File: src/rtl/voice_mixer.sv
// ----------------------------------------------------------------------------
// voice_mixer
//
// Mixes NUM_VOICES per-voice signed 16-bit samples into one codec sample.
// A codec request in IDLE starts a collection window.
// Each voice contributes the first sample it strobes during that window.
// The window closes as soon as every active voice has been captured, or after
// TIMEOUT cycles, whichever comes first.
// The captured samples are summed without wrap, shifted right arithmetically
// by SHIFT, saturated to 16 bits and presented with a one-cycle strobe.
//
// Ports
//   clk                   system clock
//   reset                 synchronous, active-high
//   generate_next_sample  codec request pulse
//   voice_active          [NUM_VOICES]    voices that must be waited on
//   voice_sample          [16*NUM_VOICES] signed samples, voice i at [16*i +: 16]
//   voice_ready           [NUM_VOICES]    per-voice sample strobe
//   sample_out            [16]  mixed sample, held until the next update
//   sample_ready          one-cycle strobe when sample_out updates
//   busy                  high whenever a mix is in progress
//   timeout_err           sticky: a collection window timed out
//   overrun_err           sticky: a request arrived while busy
// ----------------------------------------------------------------------------
module voice_mixer #(
    parameter int NUM_VOICES = 3,
    parameter int SHIFT      = 2,
    parameter int TIMEOUT    = 64
) (
    input  logic                      clk,
    input  logic                      reset,
    input  logic                      generate_next_sample,
    input  logic [NUM_VOICES-1:0]     voice_active,
    input  logic [16*NUM_VOICES-1:0]  voice_sample,
    input  logic [NUM_VOICES-1:0]     voice_ready,
    output logic [15:0]               sample_out,
    output logic                      sample_ready,
    output logic                      busy,
    output logic                      timeout_err,
    output logic                      overrun_err
);

    // Accumulator is wide enough that the sum of all voices can never wrap.
    localparam int ACC_W = 16 + ((NUM_VOICES > 1) ? $clog2(NUM_VOICES) : 1);
    localparam int CNT_W = $clog2(TIMEOUT + 1);

    localparam logic signed [ACC_W-1:0] POS_LIM = {{(ACC_W-16){1'b0}}, 16'h7fff};
    localparam logic signed [ACC_W-1:0] NEG_LIM = {{(ACC_W-16){1'b1}}, 16'h8000};

    typedef enum logic [1:0] {
        IDLE    = 2'd0,
        COLLECT = 2'd1,
        SUM     = 2'd2,
        OUT     = 2'd3
    } state_t;

    state_t                  state;
    state_t                  next_state;
    logic [NUM_VOICES-1:0]   flags;
    logic signed [15:0]      cap [NUM_VOICES];
    logic [CNT_W-1:0]        cnt;
    logic signed [ACC_W-1:0] sum;
    logic                    done;
    logic                    tmo_hit;

    // Shift then clamp the wide sum into the 16-bit signed range.
    function automatic logic [15:0] scale_sat(input logic signed [ACC_W-1:0] v);
        logic signed [ACC_W-1:0] s;
        s = v >>> SHIFT;
        if (s > POS_LIM) begin
            scale_sat = 16'h7fff;
        end else if (s < NEG_LIM) begin
            scale_sat = 16'h8000;
        end else begin
            scale_sat = s[15:0];
        end
    endfunction

    // Sign-extended sum of every voice captured in this window.
    always_comb begin
        sum = '0;
        for (int i = 0; i < NUM_VOICES; i++) begin
            if (flags[i]) begin
                sum = sum + ACC_W'(cap[i]);
            end else begin
                sum = sum;
            end
        end
    end

    // Next-state logic; completion uses the registered capture flags so that a
    // capture on the current edge is only counted from the following cycle.
    always_comb begin
        next_state = state;
        done       = &(flags | ~voice_active);
        tmo_hit    = 1'b0;
        case (state)
            IDLE: begin
                if (generate_next_sample) begin
                    next_state = COLLECT;
                end else begin
                    next_state = IDLE;
                end
            end
            COLLECT: begin
                if (done) begin
                    next_state = SUM;
                end else if (cnt == CNT_W'(TIMEOUT - 1)) begin
                    next_state = SUM;
                    tmo_hit    = 1'b1;
                end else begin
                    next_state = COLLECT;
                end
            end
            SUM:     next_state = OUT;
            OUT:     next_state = IDLE;
            default: next_state = IDLE;
        endcase
    end

    // State register, capture registers, outputs and sticky error flags.
    always_ff @(posedge clk) begin
        if (reset) begin
            state        <= IDLE;
            flags        <= '0;
            cnt          <= '0;
            sample_out   <= 16'h0000;
            sample_ready <= 1'b0;
            busy         <= 1'b0;
            timeout_err  <= 1'b0;
            overrun_err  <= 1'b0;
            for (int i = 0; i < NUM_VOICES; i++) begin
                cap[i] <= 16'sh0000;
            end
        end else begin
            state        <= next_state;
            busy         <= (next_state != IDLE);
            sample_ready <= 1'b0;
            case (state)
                IDLE: begin
                    if (generate_next_sample) begin
                        flags <= '0;
                        cnt   <= '0;
                    end
                end
                COLLECT: begin
                    cnt <= cnt + CNT_W'(1);
                    // First strobe per voice wins; later strobes are ignored.
                    for (int i = 0; i < NUM_VOICES; i++) begin
                        if (voice_ready[i] && !flags[i]) begin
                            cap[i]   <= voice_sample[16*i +: 16];
                            flags[i] <= 1'b1;
                        end
                    end
                    if (tmo_hit) begin
                        timeout_err <= 1'b1;
                    end
                end
                SUM: begin
                    // Registered here so the new value and strobe appear in OUT.
                    sample_out   <= scale_sat(sum);
                    sample_ready <= 1'b1;
                end
                OUT: begin
                end
                default: begin
                end
            endcase
            // A request outside IDLE is dropped; the mix in progress continues.
            if (generate_next_sample && (state != IDLE)) begin
                overrun_err <= 1'b1;
            end
        end
    end

endmodule
File: config.mk
export PLATFORM = sky130hd
export DESIGN_NAME = voice_mixer
export DESIGN_NICKNAME = d
export VERILOG_FILES = /design/src/rtl/voice_mixer.sv
export SDC_FILE = /design/constraint.sdc
export NUM_CORES = 1
export LEC_CHECK = 0
export ABC_AREA = 1
export CORE_MARGIN = 2
export CORE_UTILIZATION = 45
export DETAILED_ROUTE_END_ITERATION = 8
export GPL_ROUTABILITY_DRIVEN = 0
export PLACE_DENSITY = 0.66
export SLEW_MARGIN = 40
export SYNTH_ARGS = -nofsm -noshare
export SYNTH_HDL_FRONTEND = slang
export SYNTH_SLANG_ARGS = --single-unit
File: constraint.sdc
create_clock -name clk -period 4.8 [get_ports clk]
set_clock_uncertainty 0.1 [all_clocks]
set_input_delay 0.96 -clock clk [delete_from_list [all_inputs] [get_ports clk]]
set_output_delay 0.96 -clock clk [all_outputs]
set_load 0.01 [all_outputs]
==> metrics.txt, run 1 <==
Peak VDD IR=0.1763 mV; Yosys reg bits=80; Net Count, Synth=864; largest cells by area after synthesis=edfxtp_1, nand2_1, dfxtp_1; post-route minimum period=4.112 ns; status=completed; Hold Path Origin=overrun_err; via count=5,120; syn avg cell area=7.093 um^2; fill count=1,177; root buffer cell=clkbuf_16; Slowest-stage cell, CP=dfxtp_1; Slew Limit Fails=0; cts repair resizes=0; CP bufs+invs=3; CP Data Required Time=4.94 ns; area of the multi-input gates=2820 um^2; IO Pins=77; WHS Endpoint=overrun_err; CTS tree=done; Synth top area share=26.19%; FMAX=243.2 MHz; antenna-violating nets left=0; Final nets=938; Yosys cell types=42; Ys Warns=0; initial cell density of the core=46.01%; flip-flop and latch area=2082 um^2; largest net degree at the start of global routing=29; Crit path top cell by count=nand2_1; async set-reset flop share out of synthesis=0%; RR Startpoint=flags[0]; number of diodes=0; Clk pwr share=38.1%; Post-synth EDFFs=48; Worst slew margin=49.31%; post-CTS setup buffers=0; R2R depth=25; Critical Path Start Type=register; Total GRT Usage=21.78%; Core Area=11,960 um^2; slowest cell delay on critical path=0.81 ns; RSZ-0062 raised after global routing=no; final WL=13.29 mm; 1st-iter DRT viols=244; period utilization=85.66%; share of cells above drive strength 1=5.965%; Slew @ Worst Pin=0.7593 ns; setup TNS=0 ns; Internal Power=1346 uW; routed len/inst=13.27 um; CP max FO=21; DR vias/cell=5.110; gr ovfl total=0; end-of-flow core utilization=56.55%; Flop pwr share=43.9%; clock slew at reported path FFs=0.07 ns; CP top delay family=simple AND/OR/NAND/NOR gates; Pwr Total=1849 uW; register area share after synthesis=37.83%; number of global-route vias before repair=4,943; Num CTS Buffers=9; most frequent cell after synthesis=nand2_1; port bufs=76; post-synth top area cell=edfxtp_1; global-route wire length before repair=22.69 mm; main flop type after synthesis=edfxtp_1; Max Cap Viol=0; hold slack=0.3514 ns; Gate Count Post-Synth=776; Clock Latency Late Sink=0.35 ns; P&R area growth vs syn=22.89%; hold-fix buffers at CTS=0; router iterations before antenna repair=5; Gate power share=18.0%; height of the die=114.6 um; Worst R2R End=sample_out[15]; DRC viols=0; Switching Power=502.9 uW; hold path depth=2; CP arrival=4.26 ns; PD cells=273.3 nW/um^2; commonest cells in the netlist=nand2_1, inv_1, nor2_1, nand3_1, a21oi_1; Fin. Hold Viols=0; antenna violations before repair=0; H-Tree Depth=3; die area=13,130 um^2; worst hold path class=register to register; Max clock buf depth=2; hpwl dp=10.55 mm; Setup Crit Path Kind=register to register; P_leak=0.003275 uW; TritonCTS Sinks=80; cell row count=40; endpoint class of the critical path=register; r2r setup slk=0.69 ns; Die X=114.6 um; final setup vio count=0; Sw Ratio=27.20%; mapped cell area=5504 um^2
## cell usage in the layout, fill, tap and decap left out, types with 11 or more instances in the layout
cell / synthesis / routed
ha_1: 30 / 30
inv_1: 142 / 142
clkdlybuf4s50_1: 0 / 76
o21ai_0: 34 / 32
clkbuf_16: 0 / 11
nor2_1: 91 / 90
nand2_1: 184 / 183
edfxtp_1: 48 / 48
nand3_1: 59 / 59
a21oi_1: 55 / 55
nand2_2: 10 / 11
dfxtp_1: 32 / 32
## metal layers
layer	routed length, um	GRT usage [%]
met5	0	0
met2	6161	35.86
met1	6096	28.13
met3	736	4.923
met4	299	7.642
## worst min-delay path, stage by stage (launching register included)
cell and delay [ns]:
dfxtp_1 0.31, inv_1 0.05, a21oi_1 0.05
## metrics by stage
stage | instances | setup WS [ns] | cell area (um^2)
floorplan | 776 | 1.242 | 5504
global placement | 984 | 0.8491 | 6405
detailed placement | 986 | 0.7112 | 6447
CTS | 1002 | 0.7123 | 6759
global route | 1002 | 0.2538 | 6764
finish | 1002 | 0.6881 | 6764
## state kept, by name, indices dropped and copies added (netlist names)
signal	count
cap	48
sample_out	16
cnt	7
flags	3
state	2
busy	1
overrun_err	1
sample_ready	1
timeout_err	1
## how the worst max path moves through the flow
stage	from	end	slack (ns)	cells past startpoint
after floorplan	flags[0]	sample_out[15]	1.24	29
after global placement	flags[0]	sample_out[15]	0.85	25
after detailed placement	flags[0]	sample_out[15]	0.71	25
after CTS	flags[0]	sample_out[15]	0.71	25
after global routing	flags[0]	sample_out[15]	0.25	25
final	flags[0]	sample_out[15]	0.69	25
## layout make-up
cell class	count	area share, %
Clock buffer	14	4.384
Clock inverter	2	0.2220
Inverter	142	7.880
Multi-Input combinational cell	535	41.69
Sequential cell	80	30.78
Tap cell	147	2.719
Timing Repair Buffer	82	12.32
## kinds of logic (layout without fill, tap and decap cells)
family,after synthesis,count (layout),synth area share (%)
AND/OR/NAND/NOR,373,373,29.60
buffers and inverters,161,240,11.23
AO/OA/AOI/OAI,121,121,12.57
flip-flops,80,80,37.83
adder cells (fa/ha/maj),31,31,7.183
XOR/XNOR,10,10,1.591
## power by group through the flow
| stage | clock (uW) | combinational [uW] | sequential (uW) |
|---|---|---|---|
| finish | 704 | 332 | 812 |
| global route | 751 | 374 | 818 |
| CTS | 725 | 332 | 813 |
| detailed placement | 0 | 330 | 828 |
| global placement | 0 | 317 | 827 |
| floorplan | 0 | 218 | 812 |
Power figures use the tool's default switching activity.
==> run 2: changes to the inputs <==
Settings changed: MAX_ROUTING_LAYER from default to met4.
==> metrics.txt, run 2 (synthesized netlist as in run 1, its figures left out) <==
largest registers=cap x48, sample_out x16, cnt x7; P&R area growth vs syn=22.89% (unchanged); antenna-violating nets left=0 (unchanged); post-route minimum period=4.145 ns (+0.03330 ns); status=completed; clock slew at reported path FFs=0.06 ns (about the same); router iterations before antenna repair=5 (unchanged); Slowest-stage cell, CP=dfxtp_1; RR Startpoint=flags[0]; Crit path top cell by count=nand2_1; Setup Crit Path Kind=register to register; flip-flop and latch area=2082 um^2 (unchanged); commonest non-fill, non-tap cells in the layout=nand2_1, inv_1, nor2_1; global-route wire length before repair=22.74 mm (+0.21%); Peak VDD IR=0.1763 mV (about the same); CP max FO=21 (unchanged); TritonCTS Sinks=80 (unchanged); height of the die=114.6 um (unchanged); DRC viols=0 (unchanged); commonest non-fill, non-tap cell in the layout=nand2_1; worst hold path class=register to register; Clock Latency Late Sink=0.34 ns (about the same); Slew Limit Fails=0 (unchanged); H-Tree Depth=3 (unchanged); hold slack=0.3514 ns (+0.00002400 ns); endpoint class of the critical path=register; final setup vio count=0 (unchanged); CP Data Required Time=4.94 ns (about the same); FMAX=241.2 MHz (-0.80%); Die X=114.6 um (unchanged); Max clock buf depth=2 (unchanged); via count=5,165 (+0.88%); antenna violations before repair=0 (unchanged); hpwl dp=10.55 mm (unchanged); Core Area=11,960 um^2 (unchanged); Num CTS Buffers=9 (unchanged); Fin. Hold Viols=0 (unchanged); IO Pins=77 (unchanged); Max Cap Viol=0 (unchanged); crit path from=flags[0]; end-of-flow core utilization=56.55% (unchanged); gr ovfl total=0 (unchanged); CP top delay family=simple AND/OR/NAND/NOR gates; Biggest register=cap; cell row count=40 (unchanged); PD cells=273.2 nW/um^2 (about the same); share of cells above drive strength 1=5.965% (unchanged); port bufs=76 (unchanged); CTS tree=done; fill count=1,177 (unchanged); CP arrival=4.29 ns (+0.03 ns); area of the multi-input gates=2820 um^2 (unchanged); Total GRT Usage=22.47% (+0.69 points); P_leak=0.003275 uW (unchanged); period utilization=86.36% (+0.69 points); number of diodes=0 (unchanged); post-CTS setup buffers=0 (unchanged); hold-fix buffers at CTS=0 (unchanged); RSZ-0062 raised after global routing=no; number of global-route vias before repair=4,940 (-0.061%); Slew @ Worst Pin=0.7609 ns (+0.001536 ns); slowest cell delay on critical path=0.81 ns (about the same); 1st-iter DRT viols=242 (-0.82%); cts repair resizes=0 (unchanged); Largest register FFs=48 (unchanged); Final nets=938 (unchanged); initial cell density of the core=46.01% (unchanged); largest net degree at the start of global routing=29 (unchanged); setup TNS=0 ns (unchanged); die area=13,130 um^2 (unchanged); root buffer cell=clkbuf_16; Worst slew margin=49.20% (-0.10 points); Hold Path Origin=overrun_err; DR vias/cell=5.155 (+0.88%); CP bufs+invs=3 (unchanged); final WL=13.36 mm (+0.46%); routed len/inst=13.33 um (+0.46%); Critical Path Start Type=register
==> run 2: cell counts in the layout (fill, tap and decap cells not counted) <==
Identical to the previous run, type by type.
==> run 2: layout make-up <==
type | instances | share of cell area, %
clock buffers | 14 | 4.384
clock inverters | 2 | 0.2220
inverters | 142 | 7.880
multi-input cells | 535 | 41.69
flip-flops and latches | 80 | 30.78
well taps | 147 | 2.719
repair buffers | 82 | 12.32
==> run 2: metrics by stage <==
step | instance area [um^2] | worst slack, ns | power, uW | cells
2_1_floorplan | 5504 | 1.242 | 1029 | 776
6_report | 6764 | 0.6548 | 1848 | 1002
3_5_place_dp | 6447 | 0.7112 | 1158 | 986
5_1_grt | 6764 | 0.2435 | 1944 | 1002
4_1_cts | 6759 | 0.7123 | 1870 | 1002
3_3_place_gp | 6405 | 0.8491 | 1144 | 984
==> run 2: worst min-delay path: stages, from the launching register on <==
cell and delay, ns:
dfxtp_1 0.31, inv_1 0.05, a21oi_1 0.05
==> run 2: worst paths after layout <==
| kind | endpoint | slack [ns] | cells after the start |
|---|---|---|---|
| setup / recovery | sample_out[15] | 0.65 | 25 |
| hold / removal | overrun_err | 0.35 | 2 |
| setup reg to reg | sample_out[15] | 0.65 | 25 |
| hold reg to reg | overrun_err | 0.35 | 2 |
==> run 2: metal layers <==
layer | share of wire, % | routed length (um) | global-route usage [%] | vias to the layer above
li1 | - | - | - | 2649
met1 | 46 | 6171 | 28.37 | 2338
met2 | 46 | 6128 | 35.90 | 152
met3 | 5.5 | 740 | 4.711 | 26
met4 | 2.4 | 314 | 7.642 | 0
met5 | 0 | 0 | - | -
==> run 2: power by group <==
group	leakage [uW]	switching, uW	total [uW]	internal (uW)
Sequential	0.000761	31.6	812	781
Combinational	0.00236	198	332	135
Clock	0.000154	273	703	430
